`src/rtl/mcycle_sequencer.sv`:
```
// mcycle_sequencer: iterative shift-add multiply / restoring divide for the Execute stage
//   Ports: CLK, RESET (sync, active-high), Start, MCycleOp (0 mul, 1 div),
//   Signed (only with MCYCLE_SIGNED_EN), Operand1/Operand2 in, Result1/Result2 out
//   (low/high product or quotient/remainder), Busy (stall), Done (one-cycle pulse).
//   Optional signed support is enabled by defining MCYCLE_SIGNED_EN.
module mcycle_sequencer #(
  parameter int WIDTH = 32
) (
  input  logic             CLK,
  input  logic             RESET,
  input  logic             Start,
  input  logic             MCycleOp,
`ifdef MCYCLE_SIGNED_EN
  input  logic             Signed,
`endif
  input  logic [WIDTH-1:0] Operand1,
  input  logic [WIDTH-1:0] Operand2,
  output logic [WIDTH-1:0] Result1,
  output logic [WIDTH-1:0] Result2,
  output logic             Busy,
  output logic             Done
);
  localparam int CW = $clog2(WIDTH);
`ifdef MCYCLE_SIGNED_EN
  typedef enum logic [1:0] {IDLE, RUN, FIX, DONE} state_t;
`else
  typedef enum logic [1:0] {IDLE, RUN, DONE} state_t;
`endif
  state_t state_q, state_d;
  logic [CW-1:0] cnt_q, cnt_d;
  logic op_q, op_d, dz_q, dz_d;
  logic [WIDTH-1:0] a_q, a_d, b_q, b_d, hi_q, hi_d, lo_q, lo_d, r1_q, r1_d, r2_q, r2_d;
  logic [WIDTH-1:0] in_a_mag, in_b_mag, mag_a, mag_b;
`ifdef MCYCLE_SIGNED_EN
  logic sa_q, sa_d, sb_q, sb_d, in_sa, in_sb, fix_need;
  logic [2*WIDTH-1:0] prod_neg;
  assign in_sa = Signed & Operand1[WIDTH-1];
  assign in_sb = Signed & Operand2[WIDTH-1];
  assign in_a_mag = in_sa ? -Operand1 : Operand1;
  assign in_b_mag = in_sb ? -Operand2 : Operand2;
  assign mag_a = sa_q ? -a_q : a_q;
  assign mag_b = sb_q ? -b_q : b_q;
  // Division corrects quotient and/or remainder whenever either operand is negative
  assign fix_need = ~dz_q & (op_q ? (sa_q | sb_q) : (sa_q ^ sb_q));
  assign prod_neg = -{r2_q, r1_q};
`else
  assign in_a_mag = Operand1;
  assign in_b_mag = Operand2;
  assign mag_a = a_q;
  assign mag_b = b_q;
`endif
  // Multiply step: add multiplicand into the high half when the multiplier LSB is set, then shift right
  logic [WIDTH:0] sum, sh;
  logic [WIDTH-1:0] diff, hi_n, lo_n;
  logic ge;
  assign sum = {1'b0, hi_q} + {1'b0, lo_q[0] ? mag_a : '0};
  // Divide step: shift next dividend bit into the remainder, subtract divisor if it fits
  assign sh = {hi_q, lo_q[WIDTH-1]};
  assign ge = sh >= {1'b0, mag_b};
  assign diff = sh[WIDTH-1:0] - mag_b;
  assign hi_n = op_q ? (ge ? diff : sh[WIDTH-1:0]) : sum[WIDTH:1];
  assign lo_n = op_q ? {lo_q[WIDTH-2:0], ge} : {sum[0], lo_q[WIDTH-1:1]};
  always_comb begin
    state_d = state_q;
    cnt_d = cnt_q;
    op_d = op_q;
    dz_d = dz_q;
    a_d = a_q;
    b_d = b_q;
    hi_d = hi_q;
    lo_d = lo_q;
    r1_d = r1_q;
    r2_d = r2_q;
`ifdef MCYCLE_SIGNED_EN
    sa_d = sa_q;
    sb_d = sb_q;
`endif
    case (state_q)
      IDLE: if (Start) begin
        state_d = RUN;
        cnt_d = '0;
        op_d = MCycleOp;
        dz_d = MCycleOp & (Operand2 == '0);
        a_d = Operand1;
        b_d = Operand2;
        hi_d = '0;
        lo_d = MCycleOp ? in_a_mag : in_b_mag;
`ifdef MCYCLE_SIGNED_EN
        sa_d = in_sa;
        sb_d = in_sb;
`endif
      end
      RUN: begin
        cnt_d = cnt_q + 1'b1;
        hi_d = hi_n;
        lo_d = lo_n;
        if (cnt_q == CW'(WIDTH - 1)) begin
          r1_d = dz_q ? '1 : lo_n;
          r2_d = dz_q ? a_q : hi_n;
`ifdef MCYCLE_SIGNED_EN
          state_d = fix_need ? FIX : DONE;
`else
          state_d = DONE;
`endif
        end
      end
`ifdef MCYCLE_SIGNED_EN
      FIX: begin
        r1_d = op_q ? ((sa_q ^ sb_q) ? -r1_q : r1_q) : prod_neg[WIDTH-1:0];
        r2_d = op_q ? (sa_q ? -r2_q : r2_q) : prod_neg[2*WIDTH-1:WIDTH];
        state_d = DONE;
      end
`endif
      default: state_d = IDLE;
    endcase
  end
  always_ff @(posedge CLK) begin
    if (RESET) begin
      state_q <= IDLE;
      cnt_q <= '0;
      op_q <= 1'b0;
      dz_q <= 1'b0;
      a_q <= '0;
      b_q <= '0;
      hi_q <= '0;
      lo_q <= '0;
      r1_q <= '0;
      r2_q <= '0;
`ifdef MCYCLE_SIGNED_EN
      sa_q <= 1'b0;
      sb_q <= 1'b0;
`endif
    end else begin
      state_q <= state_d;
      cnt_q <= cnt_d;
      op_q <= op_d;
      dz_q <= dz_d;
      a_q <= a_d;
      b_q <= b_d;
      hi_q <= hi_d;
      lo_q <= lo_d;
      r1_q <= r1_d;
      r2_q <= r2_d;
`ifdef MCYCLE_SIGNED_EN
      sa_q <= sa_d;
      sb_q <= sb_d;
`endif
    end
  end
`ifdef MCYCLE_SIGNED_EN
  assign Busy = (state_q == IDLE && Start) || state_q == RUN || state_q == FIX;
`else
  assign Busy = (state_q == IDLE && Start) || state_q == RUN;
`endif
  assign Done = state_q == DONE;
  assign Result1 = r1_q;
  assign Result2 = r2_q;
endmodule

```
`config.mk`:
```
export PLATFORM = sky130hd
export DESIGN_NAME = mcycle_sequencer
export DESIGN_NICKNAME = d
export VERILOG_FILES = /design/src/rtl/mcycle_sequencer.sv
export SDC_FILE = /design/constraint.sdc
export NUM_CORES = 1
export LEC_CHECK = 0
export BUFFER_PORTS_ARGS = -buffer_cell sky130_fd_sc_hd__buf_4
export CAP_MARGIN = 25
export CELL_PAD_IN_SITES_DETAIL_PLACEMENT = 1
export CELL_PAD_IN_SITES_GLOBAL_PLACEMENT = 1
export CORE_MARGIN = 4
export CORE_UTILIZATION = 48
export CTS_BUF_LIST = sky130_fd_sc_hd__clkbuf_8 sky130_fd_sc_hd__clkbuf_16
export CTS_CLUSTER_SIZE = 12
export DETAILED_ROUTE_END_ITERATION = 10
export GPL_ROUTABILITY_DRIVEN = 1
export HOLD_SLACK_MARGIN = 0.06
export MAX_ROUTING_LAYER = met4
export PLACE_DENSITY = 0.94
export SLEW_MARGIN = 30
export SYNTH_ARGS = -nofsm -noshare
export SYNTH_HDL_FRONTEND = slang
export SYNTH_SLANG_ARGS = --single-unit
```
`constraint.sdc`:
```
create_clock -name CLK -period 7.1 [get_ports CLK]
set_clock_uncertainty 0.2 [all_clocks]
set_input_delay 0.355 -clock CLK [delete_from_list [all_inputs] [get_ports CLK]]
set_output_delay 0.355 -clock CLK [all_outputs]
set_load 0.02 [all_outputs]
```
==> impl_metrics.py, run 1 <==
metrics = {
    "status": {
        "status": "completed",
    },
    "clock_network": {
        "cts.sinks": 201,
        "htreeDepth": 1,
        "clock_latency_ns": 0.55,
        "tritoncts": "yes",
        "clkTransAtPathRegs_ns": 0.07,
        "clockBufferDepth": 3,
        "cts_buffers": 23,
        "clock-root-buffer": "clkbuf_16",
        "post_cts_buffers": 0,
    },
    "placed_design": {
        "gp_congestion": 0.986,
        "dpl_cell_area_um2": 13900,
        "port_buffers": 133,
        "detailed_place_hpwl_mm": 40.5,
    },
    "pwr": {
        "pwr-share-comb_pct": 23.7,
        "vdd_drop_max_v": 0.000212,
        "leakage_uw": 0.00649,
        "clock_power_share_pct": 37.7,
        "p_int_uw": 2070,
        "p_sw_share_pct": 35.6,
        "power_frac_seq_pct": 38.6,
        "pwr_density_cell_nw_per_um2": 209,
        "switchingPower_uw": 1150,
    },
    "cells_and_area": {
        "multi_input_area_um2": 8120,
        "seq_area_um2": 4030,
        "nNetsFinal": 1957,
        "utilization_pct": 58.7,
        "final_area_um2": 15400,
        "synthToLayoutAreaGrowth_pct": 19.6,
        "fillers": 3157,
        "drive_gt1_share_pct": 11.3,
    },
    "grt": {
        "grt_pass1_wl_mm": 99.8,
        "grt_max_degree": 85,
        "gr-usage-all-layers_pct": 45.3,
        "overflow": 0,
        "grt_pass1_vias": 15900,
        "antenna_found_initial": 11,
    },
    "synth": {
        "synth.area.top_cells": "dfxtp_1 (31%), nand2_1 (7.0%), a21oi_1 (6.7%)",
        "async_flop_share_pct": 0,
        "ys_seq_area_share_pct": 31.3,
        "netlist_instances": 1696,
        "yosys.area.top_type_share_pct": 31.3,
        "syn_area_um2": 12900,
        "synth_adder_area_share_pct": 6.74,
        "synth.avg_cell_area_um2": 7.58,
        "synthSimpleGateAreaFrac_pct": 20.0,
        "synth_top_family_by_area": "compound AO/OA/AOI/OAI gates",
        "synth-edff-count": 0,
        "ys_warn_count": 0,
        "ys_seq_elements": 201,
        "yosysUniqueCellTypes": 79,
        "syn_nets": 1832,
        "synth_compound_area_share_pct": 28.0,
        "synth_mux_area_share_pct": 5.29,
        "synth_largest_area_cell": "dfxtp_1",
        "synth_ff_type": "dfxtp_1",
        "synth_xor_area_share_pct": 3.07,
    },
    "route": {
        "ant_nets": 0,
        "viasPerCell": 7.42,
        "vias": 16200,
        "drt_iter0_markers": 2415,
        "first_pass_iters": 7,
        "routed_wl_mm": 73.2,
        "drc": 0,
        "avgRoutedWirePerCell_um": 33.5,
    },
    "timing": {
        "slew_headroom_pct": 34.4,
        "setup_viol": 0,
        "worstMarginPinSlew_ns": 0.982,
        "setup-tns-final_ns": 0,
        "hold_viol_final": 0,
        "slew_violations": 0,
        "min_period_over_period_pct": 63.1,
        "fmax_mhz": 223,
        "post-route-min-period_ns": 4.48,
        "hold_ws_ns": 0.212,
        "rsz0062_at_grt": "false",
    },
    "critical_path": {
        "reg2regPathDepth": 13,
        "worst-setup-path-type": "flip-flop to flip-flop",
        "cp-end-kind": "flip-flop",
        "regToRegSetupSlack_ns": 2.62,
        "cp-startpoint": "lo_q[0]",
        "cp.arrival_ns": 4.66,
        "r2r-start": "lo_q[0]",
        "cp.required_ns": 7.29,
        "critical_path.max_fanout": 8,
        "startpoint_type": "flip-flop",
    },
    "min_path": {
        "hold_class": "primary input to flip-flop",
        "worstHoldStart": "MCycleOp",
        "hold_depth": 3,
    },
    "floorplan": {
        "dieArea_um2": 29500,
        "ios": 134,
        "core_area_um2": 26200,
        "fp.dieH_um": 172,
        "initial_core_util_pct": 49.1,
        "die_w_um": 172,
        "row_count": 59,
    },
    "job": {
        "cap_violations": 0,
    },
}
==> cell usage in the layout (no fill, tap or decap), types with 14 or more instances in the layout <==
cell and count:
inv_1 56, o211ai_1 20, a21o_1 35, nor2_1 116, ha_1 66, a31oi_1 60, dlygate4sd3_1 73, a21oi_1 173
a22oi_1 21, nor3_1 33, xor2_1 22, and2_1 33, o21ai_0 124, and3_1 15, o21a_1 14, clkbuf_16 23
buf_4 152, dfxtp_1 200, xnor2_1 23, nand4_1 17, nand3_1 47, nand2_1 240, a211oi_1 19, mux2i_1 68
==> stage by stage <==
step           total power (µW)  instances  worst slack [ns]
2_1_floorplan              1650       1696              4.01
3_3_place_gp               1850       2058              3.06
3_5_place_dp               1880       2058              3.07
4_1_cts                    3040       2169              3.06
5_1_grt                    3260       2183              2.65
6_report                   3220       2183              2.62
==> critical path, cell delays in order (launching register included) <==
cell	delay, ns
dfxtp_1	0.47
and2_1	0.21
ha_1	0.26
inv_1	0.09
fa_1	0.42
nand2b_1	0.24
a21oi_1	0.40
o211ai_1	0.28
a22oi_1	0.60
a31oi_1	0.20
o31ai_1	0.41
mux2i_1	0.27
o221a_2	0.21
o21ai_0	0.07
==> logic make-up after synthesis <==
logic type	Yosys count
AOI/OAI and AO/OA	573
DFF	201
and+or+nand+nor	563
xor gates and xnor gates	45
muxes	68
buffers and inverters	178
adders and majority gates	68
==> path summary, 6_finish.rpt <==
check | endpoint
worst min-delay path | op_q
worst max register to register | Result2[29]
worst min register to register | b_q[22]
worst max-delay path | Result2[29]
==> power by group through the flow <==
stage	combinational, µW	clock, µW	sequential, µW
6_report	764	1210	1240
5_1_grt	786	1230	1240
4_1_cts	676	1140	1230
3_5_place_dp	628	0	1250
3_3_place_gp	603	0	1240
2_1_floorplan	427	0	1220
==> state kept, by name, indices dropped and copies added, names as in the netlist <==
name     flops
dz_q         1
Result2     32
state_q      2
hi_q        32
op_q         1
b_q         32
a_q         32
Result1     32
cnt_q        5
lo_q        32
==> final cells by class <==
class	instances	share of cell area, %
diodes	13	0.212
clock inverters	10	0.325
repair buffers	225	12.2
multi-input cells	1317	52.8
flip-flops and latches	201	26.2
inverters	53	1.29
clock buffers	29	4.28
well taps	335	2.73
==> metal layers <==
layer	part of all wire, %	track usage [%]
met4	11	28.9
met1	34	53.8
met2	42	68.2
met3	13	11.9
met5	0	-
==> what timing repair did <==
item,4_1_cts,5_1_grt
resized for setup,0,0
endpoints found under the hold margin,65,1
hold buffers,72,1
==> cells in the mapped netlist, types with 14 or more instances <==
master	n
nand2_1	241
dfxtp_1	201
a21oi_1	173
o21ai_0	124
nor2_1	117
clkbuf_1	95
mux2i_1	68
ha_1	66
a31oi_1	60
inv_1	52
nand3_1	47
a21o_1	35
and2_1	35
nor3_1	33
xnor2_1	23
xor2_1	22
a22oi_1	21
o211ai_1	20
a211oi_1	19
nand4_1	17
and3_1	16
o21a_1	14
No activity file was read; power rests on OpenSTA's default activity.
==> run 2: changes to the inputs <==
--- a/config.mk
+++ b/config.mk
@@ -5,19 +5,20 @@
 export SDC_FILE = /design/constraint.sdc
 export NUM_CORES = 1
 export LEC_CHECK = 0
+export ABC_AREA = 1
 export BUFFER_PORTS_ARGS = -buffer_cell sky130_fd_sc_hd__buf_4
 export CAP_MARGIN = 25
 export CELL_PAD_IN_SITES_DETAIL_PLACEMENT = 1
 export CELL_PAD_IN_SITES_GLOBAL_PLACEMENT = 1
 export CORE_MARGIN = 4
-export CORE_UTILIZATION = 48
+export CORE_UTILIZATION = 42
 export CTS_BUF_LIST = sky130_fd_sc_hd__clkbuf_8 sky130_fd_sc_hd__clkbuf_16
 export CTS_CLUSTER_SIZE = 12
 export DETAILED_ROUTE_END_ITERATION = 10
 export GPL_ROUTABILITY_DRIVEN = 1
 export HOLD_SLACK_MARGIN = 0.06
 export MAX_ROUTING_LAYER = met4
-export PLACE_DENSITY = 0.94
+export PLACE_DENSITY = 0.88
 export SLEW_MARGIN = 30
 export SYNTH_ARGS = -nofsm -noshare
 export SYNTH_HDL_FRONTEND = slang
==> constraint.sdc (replaced) <==
create_clock -name CLK -period 4.7 [get_ports CLK]
set_clock_uncertainty 0.2 [all_clocks]
set_input_delay 0.235 -clock CLK [delete_from_list [all_inputs] [get_ports CLK]]
set_output_delay 0.235 -clock CLK [all_outputs]
set_load 0.02 [all_outputs]
==> run 2 against run 1 <==
Cell area grew 11%; worst setup slack lost 2.2 ns; largest cell class unchanged; register-to-register slack lost 2.2 ns; combinational power grew 31%; synthesized cell count grew 40%; utilization shrank 7.8 points.
==> impl_metrics.py, run 2 <==
metrics = {
    "route": {
        "avgRoutedWirePerCell_um": 24.5,
        "wl_met3_mm": 5.55,
        "ant_nets": 0,
        "dr_wl_met2_mm": 33.6,
        "wirelength_met1_mm": 28.7,
        "drc": 0,
        "viasPerCell": 5.92,
        "vias": 17600,
        "routed_wl_mm": 73.1,
        "first_pass_iters": 6,
        "highest_layer": "met4",
        "drt_iter0_markers": 1743,
    },
    "cells_and_area": {
        "drive_gt1_share_pct": 8.46,
        "layout_common_cells": "nand2_1 (678), inv_1 (342), nor2_1 (251)",
        "final_common_cell": "nand2_1",
        "utilization_pct": 50.9,
        "synthToLayoutAreaGrowth_pct": 19.7,
        "nNetsFinal": 2650,
    },
    "clock_network": {
        "htreeDepth": 1,
        "cts_buffers": 25,
        "cts.sinks": 201,
        "clock-root-buffer": "clkbuf_16",
        "clockBufferDepth": 3,
        "clkTransAtPathRegs_ns": 0.08,
        "clock_latency_ns": 0.55,
        "tritoncts": "yes",
        "post_cts_resized": 0,
    },
    "min_path": {
        "hold_end": "Result2[1]",
        "worstHoldStart": "RESET",
        "hold_depth": 3,
        "hold_class": "primary input to flip-flop",
    },
    "synth": {
        "synth.area.top_cells": "dfxtp_1 (28%), nand2_1 (18%), inv_1 (9.1%)",
        "ys_seq_elements": 201,
        "synth_largest_area_cell": "dfxtp_1",
        "synth.avg_cell_area_um2": 6.00,
        "async_flop_share_pct": 0,
        "yosysMostFrequentCell": "nand2_1",
        "synth_ff_type": "dfxtp_1",
        "syn_nets": 2505,
        "ys_seq_area_share_pct": 28.3,
        "synth-edff-count": 0,
        "yosys-top-cells-count": "nand2_1 (679), inv_1 (344), nor2_1 (253), dfxtp_1 (201), a21oi_1 (200)",
        "syn_area_um2": 14200,
        "netlist_instances": 2369,
        "yosys.area.top_type_share_pct": 28.3,
        "yosysUniqueCellTypes": 41,
        "ys_warn_count": 0,
    },
    "floorplan": {
        "fp.dieH_um": 192,
        "ios": 134,
        "row_count": 67,
        "dieArea_um2": 36900,
        "initial_core_util_pct": 42.5,
        "core_area_um2": 33400,
        "die_w_um": 192,
    },
    "critical_path": {
        "cp.required_ns": 4.94,
        "startpoint_type": "flip-flop",
        "cpPeakStageDelay_ns": 0.82,
        "r2r-start": "state_q[1]",
        "critical_path.max_fanout": 32,
        "worst-setup-path-type": "flip-flop to flip-flop",
        "reg2regPathDepth": 8,
        "worstPathCellList": "inv_1 -> nand2_1 -> clkinv_1 -> nor2_4 -> clkinv_1 -> o21ai_0 -> a21oi_1 -> dlygate4sd3_1",
        "reg2reg_to": "lo_q[31]",
        "worst-path-buf-inv": 4,
        "cp-startpoint": "state_q[1]",
        "worst_path_max_delay_cell": "nor2_4",
        "regToRegSetupSlack_ns": 0.41,
        "crit_family": "buffers and inverters",
        "cp-end-kind": "flip-flop",
        "cp_common_cell": "clkinv_1",
        "cp.arrival_ns": 4.53,
    },
    "timing": {
        "setup_viol": 0,
        "hold_viol_final": 0,
        "hold_ws_ns": 0.0772,
        "setup-tns-final_ns": 0,
        "slew_headroom_pct": 33.2,
        "slew_violations": 0,
        "min_period_over_period_pct": 91.4,
        "fmax_mhz": 233,
        "post-route-min-period_ns": 4.29,
        "rsz0062_at_grt": "false",
        "worstMarginPinSlew_ns": 1.00,
    },
    "grt": {
        "overflow": 0,
        "grt_pass1_wl_mm": 110,
        "gr-usage-all-layers_pct": 39.8,
        "antenna_found_initial": 4,
        "grt_max_degree": 98,
        "grt_pass1_vias": 18300,
    },
    "placed_design": {
        "port_buffers": 133,
        "gp_congestion": 0.955,
        "detailed_place_hpwl_mm": 48.8,
    },
    "pwr": {
        "p_sw_share_pct": 33.5,
        "vdd_drop_max_v": 0.000240,
        "pwr-share-comb_pct": 20.1,
        "pwr_density_cell_nw_per_um2": 292,
        "p_int_uw": 3300,
        "power_uw": 4970,
        "leakage_uw": 0.00862,
        "clock_power_share_pct": 42.1,
        "switchingPower_uw": 1670,
        "power_frac_seq_pct": 37.8,
    },
    "job": {
        "cap_violations": 0,
    },
    "status": {
        "status": "completed",
    },
}
## run 2: cell type report
cell class,instances,area (µm²)
repair buffers,225,1900
clock inverters,12,151
multi-input cells,1711,8360
diodes,4,10.0
well taps,448,561
inverters,350,1320
clock buffers,30,694
fillers,4510,16400
flip-flops and latches,201,4030
## run 2: cell families after synthesis
logic type	Yosys count	share of synthesized area [%]
xor+xnor	17	1.05
simple gates	1188	34.7
flops	201	28.3
compound gates	433	16.5
buf+inv	457	13.0
fa+ha+maj	68	6.09
mux	5	0.352
## run 2: metal layers
| metal | up-vias | track usage [%] |
|---|---|---|
| li1 | 7911 | - |
| met1 | 8362 | 47.4 |
| met2 | 1025 | 65.4 |
| met3 | 348 | 5.02 |
| met4 | 0 | 21.9 |
| met5 | - | - |
## run 2: per-stage QoR
step	setup slack (ns)	instance area, µm²	instances
floorplan	2.07	14200	2369
global placement	1.37	15400	2858
detailed placement	1.31	15400	2858
CTS	0.723	17000	2976
global route	0.442	17000	2981
finish	0.406	17000	2981
## run 2: power by group through the flow
stage	combinational [µW]	sequential (µW)	clock (µW)
after floorplan	576	1850	0
after global placement	843	1890	0
after detailed placement	860	1900	0
after CTS	924	1860	2050
after global routing	1070	1880	2160
final	999	1880	2090
## run 2: what timing repair did
item	in CTS	in global routing
hold buffers	76	0
endpoints found under the hold margin	96	0
buffers inserted	0	0
## run 2: tightest hold or removal path, cell delays in order
cell and delay [ns]:
buf_4 0.12, buf_4 0.26, a21oi_1 0.16
## run 2: worst max path at each step
stage | depth (start not counted) | endpoint
4_1_cts | 6 | Busy
2_1_floorplan | 20 | Result2[27]
3_5_place_dp | 14 | Result2[14]
6_report | 8 | lo_q[31]
3_3_place_gp | 15 | Result2[16]
5_1_grt | 8 | lo_q[31]
==> run 3: changes to the inputs <==
--- a/config.mk
+++ b/config.mk
@@ -11,14 +11,14 @@
 export CELL_PAD_IN_SITES_DETAIL_PLACEMENT = 1
 export CELL_PAD_IN_SITES_GLOBAL_PLACEMENT = 1
 export CORE_MARGIN = 4
-export CORE_UTILIZATION = 42
+export CORE_UTILIZATION = 45
 export CTS_BUF_LIST = sky130_fd_sc_hd__clkbuf_8 sky130_fd_sc_hd__clkbuf_16
 export CTS_CLUSTER_SIZE = 12
 export DETAILED_ROUTE_END_ITERATION = 10
 export GPL_ROUTABILITY_DRIVEN = 1
 export HOLD_SLACK_MARGIN = 0.06
 export MAX_ROUTING_LAYER = met4
-export PLACE_DENSITY = 0.88
+export PLACE_DENSITY = 0.93
 export SLEW_MARGIN = 30
 export SYNTH_ARGS = -nofsm -noshare
 export SYNTH_HDL_FRONTEND = slang
==> constraint.sdc (replaced) <==
create_clock -name CLK -period 5.31 [get_ports CLK]
set_clock_uncertainty 0.2 [all_clocks]
set_input_delay 0.2655 -clock CLK [delete_from_list [all_inputs] [get_ports CLK]]
set_output_delay 0.2655 -clock CLK [all_outputs]
set_load 0.02 [all_outputs]
==> run 3 against run 2 <==
Non-clock buffer count is 15 lower; final cell count is 1.7% lower; critical path type unchanged; sequential share of layout area is 0.25 points higher; die area is 6.4% lower; largest power group unchanged; maximum frequency is 0.18% lower; critical path depth is 4 higher; combinational power is 3.7% lower.
==> impl_metrics.py, run 3 (synthesis results as in run 2) <==
metrics = {
    "timing": {
        "setup-tns-final_ns": 0,
        "worstMarginPinSlew_ns": 1.13,
        "post-route-min-period_ns": 4.30,
        "slew_headroom_pct": 23.6,
        "slew_violations": 0,
        "fin_ws_ns": 1.01,
        "setup_viol": 0,
        "hold_viol_final": 0,
        "fmax_mhz": 232,
        "min_period_over_period_pct": 81.0,
        "hold_ws_ns": 0.0994,
        "rsz0062_at_grt": "false",
    },
    "critical_path": {
        "cpPeakStageDelay_ns": 0.56,
        "worst_path_max_delay_cell": "nand2_4",
        "cp_common_cell": "nand2_1",
        "worst-setup-path-type": "flip-flop to flip-flop",
        "critical_path.max_fanout": 33,
        "cp-end-kind": "flip-flop",
        "cp.arrival_ns": 4.56,
        "startpoint_type": "flip-flop",
        "cp.required_ns": 5.57,
        "worstPathCellList": "inv_1 -> ha_1 -> nand2_1 -> nor2_1 -> nand2_1 -> nor2_1 -> nand2_2 -> nand2_4 -> nand2_1 -> o21ai_0 -> nand2_1 -> a31oi_1",
        "crit_family": "simple AND/OR/NAND/NOR gates",
        "worst-path-buf-inv": 1,
    },
    "cells_and_area": {
        "final_area_um2": 16800,
        "utilization_pct": 54.5,
        "final_common_cell": "nand2_1",
        "nNetsFinal": 2635,
        "drive_gt1_share_pct": 8.39,
        "fillers": 4242,
        "synthToLayoutAreaGrowth_pct": 18.5,
        "layout_common_cells": "nand2_1 (678), inv_1 (344), nor2_1 (251)",
    },
    "pwr": {
        "leakage_uw": 0.00857,
        "clock_power_share_pct": 42.3,
        "power_frac_seq_pct": 36.6,
        "p_sw_share_pct": 35.2,
        "p_int_uw": 2960,
        "pwr_density_cell_nw_per_um2": 271,
        "pwr-share-comb_pct": 21.1,
        "vdd_drop_max_v": 0.000195,
        "switchingPower_uw": 1600,
    },
    "floorplan": {
        "core_area_um2": 30900,
        "initial_core_util_pct": 46.0,
        "fp.dieH_um": 186,
        "dieArea_um2": 34500,
        "row_count": 64,
        "die_w_um": 186,
        "ios": 134,
    },
    "route": {
        "drc": 0,
        "viasPerCell": 6.45,
        "avgRoutedWirePerCell_um": 27.9,
        "first_pass_iters": 7,
        "routed_wl_mm": 81.9,
        "ant_nets": 0,
        "vias": 18900,
        "drt_iter0_markers": 2448,
    },
    "grt": {
        "grt_pass1_vias": 18600,
        "antenna_found_initial": 17,
        "grt_pass1_wl_mm": 110,
        "grt_max_degree": 73,
        "overflow": 0,
        "gr-usage-all-layers_pct": 42.9,
    },
    "clock_network": {
        "tritoncts": "yes",
        "htreeDepth": 1,
        "cts.hold.buffers_added": 62,
        "clock_latency_ns": 0.55,
        "post_cts_resized": 0,
        "clock-root-buffer": "clkbuf_16",
        "post_cts_buffers": 0,
        "cts.sinks": 201,
        "clockBufferDepth": 3,
        "cts_buffers": 25,
        "clkTransAtPathRegs_ns": 0.07,
    },
    "placed_design": {
        "detailed_place_hpwl_mm": 49.8,
        "dpl_cell_area_um2": 15300,
        "port_buffers": 133,
        "dpl_worst_slack_ns": 1.83,
        "gp_congestion": 1.06,
    },
    "status": {
        "status": "completed",
    },
    "job": {
        "cap_violations": 0,
    },
    "min_path": {
        "hold_class": "primary input to flip-flop",
    },
}
run 3: layer usage:
| metal | vias to the layer above | wire [µm] | track usage, % |
|---|---|---|---|
| met5 | - | 0 | - |
| met4 | 0 | 9520 | 32.7 |
| met3 | 721 | 9710 | 7.33 |
| met2 | 1651 | 34100 | 66.6 |
| met1 | 8658 | 28600 | 49.2 |
| li1 | 7889 | - | - |
run 3: worst paths after layout:
check	cells after the start	slack, ns	startpoint	to
worst max register to register	12	1.01	b_q[25]	lo_q[0]
worst min register to register	2	0.26	Result2[22]	Result2[22]
worst min-delay path	2	0.1	RESET	hi_q[10]
worst max-delay path	12	1.01	b_q[25]	lo_q[0]
run 3: cell type report:
type / instances / area, µm² / share of cell area, %
antenna: 20 / 50.0 / 0.297
clock buffer: 30 / 694 / 4.12
clock inverter: 13 / 168 / 0.995
inverter: 350 / 1310 / 7.80
multi-input combinational: 1711 / 8370 / 49.7
sequential: 201 / 4030 / 23.9
tap: 396 / 495 / 2.94
timing repair buffer: 210 / 1730 / 10.3
run 3: metrics by stage:
stage / cells / power (µW)
floorplan: 2369 / 2150
global placement: 2806 / 2430
detailed placement: 2806 / 2460
CTS: 2911 / 4300
global route: 2930 / 4610
finish: 2931 / 4560
run 3: power by group through the flow:
stage          combinational [µW]  sequential (µW)  clock [µW]
6_report                      962             1670        1930
4_1_cts                       828             1640        1830
5_1_grt                       999             1670        1940
3_5_place_dp                  783             1680           0
3_3_place_gp                  759             1670           0
2_1_floorplan                 510             1640           0
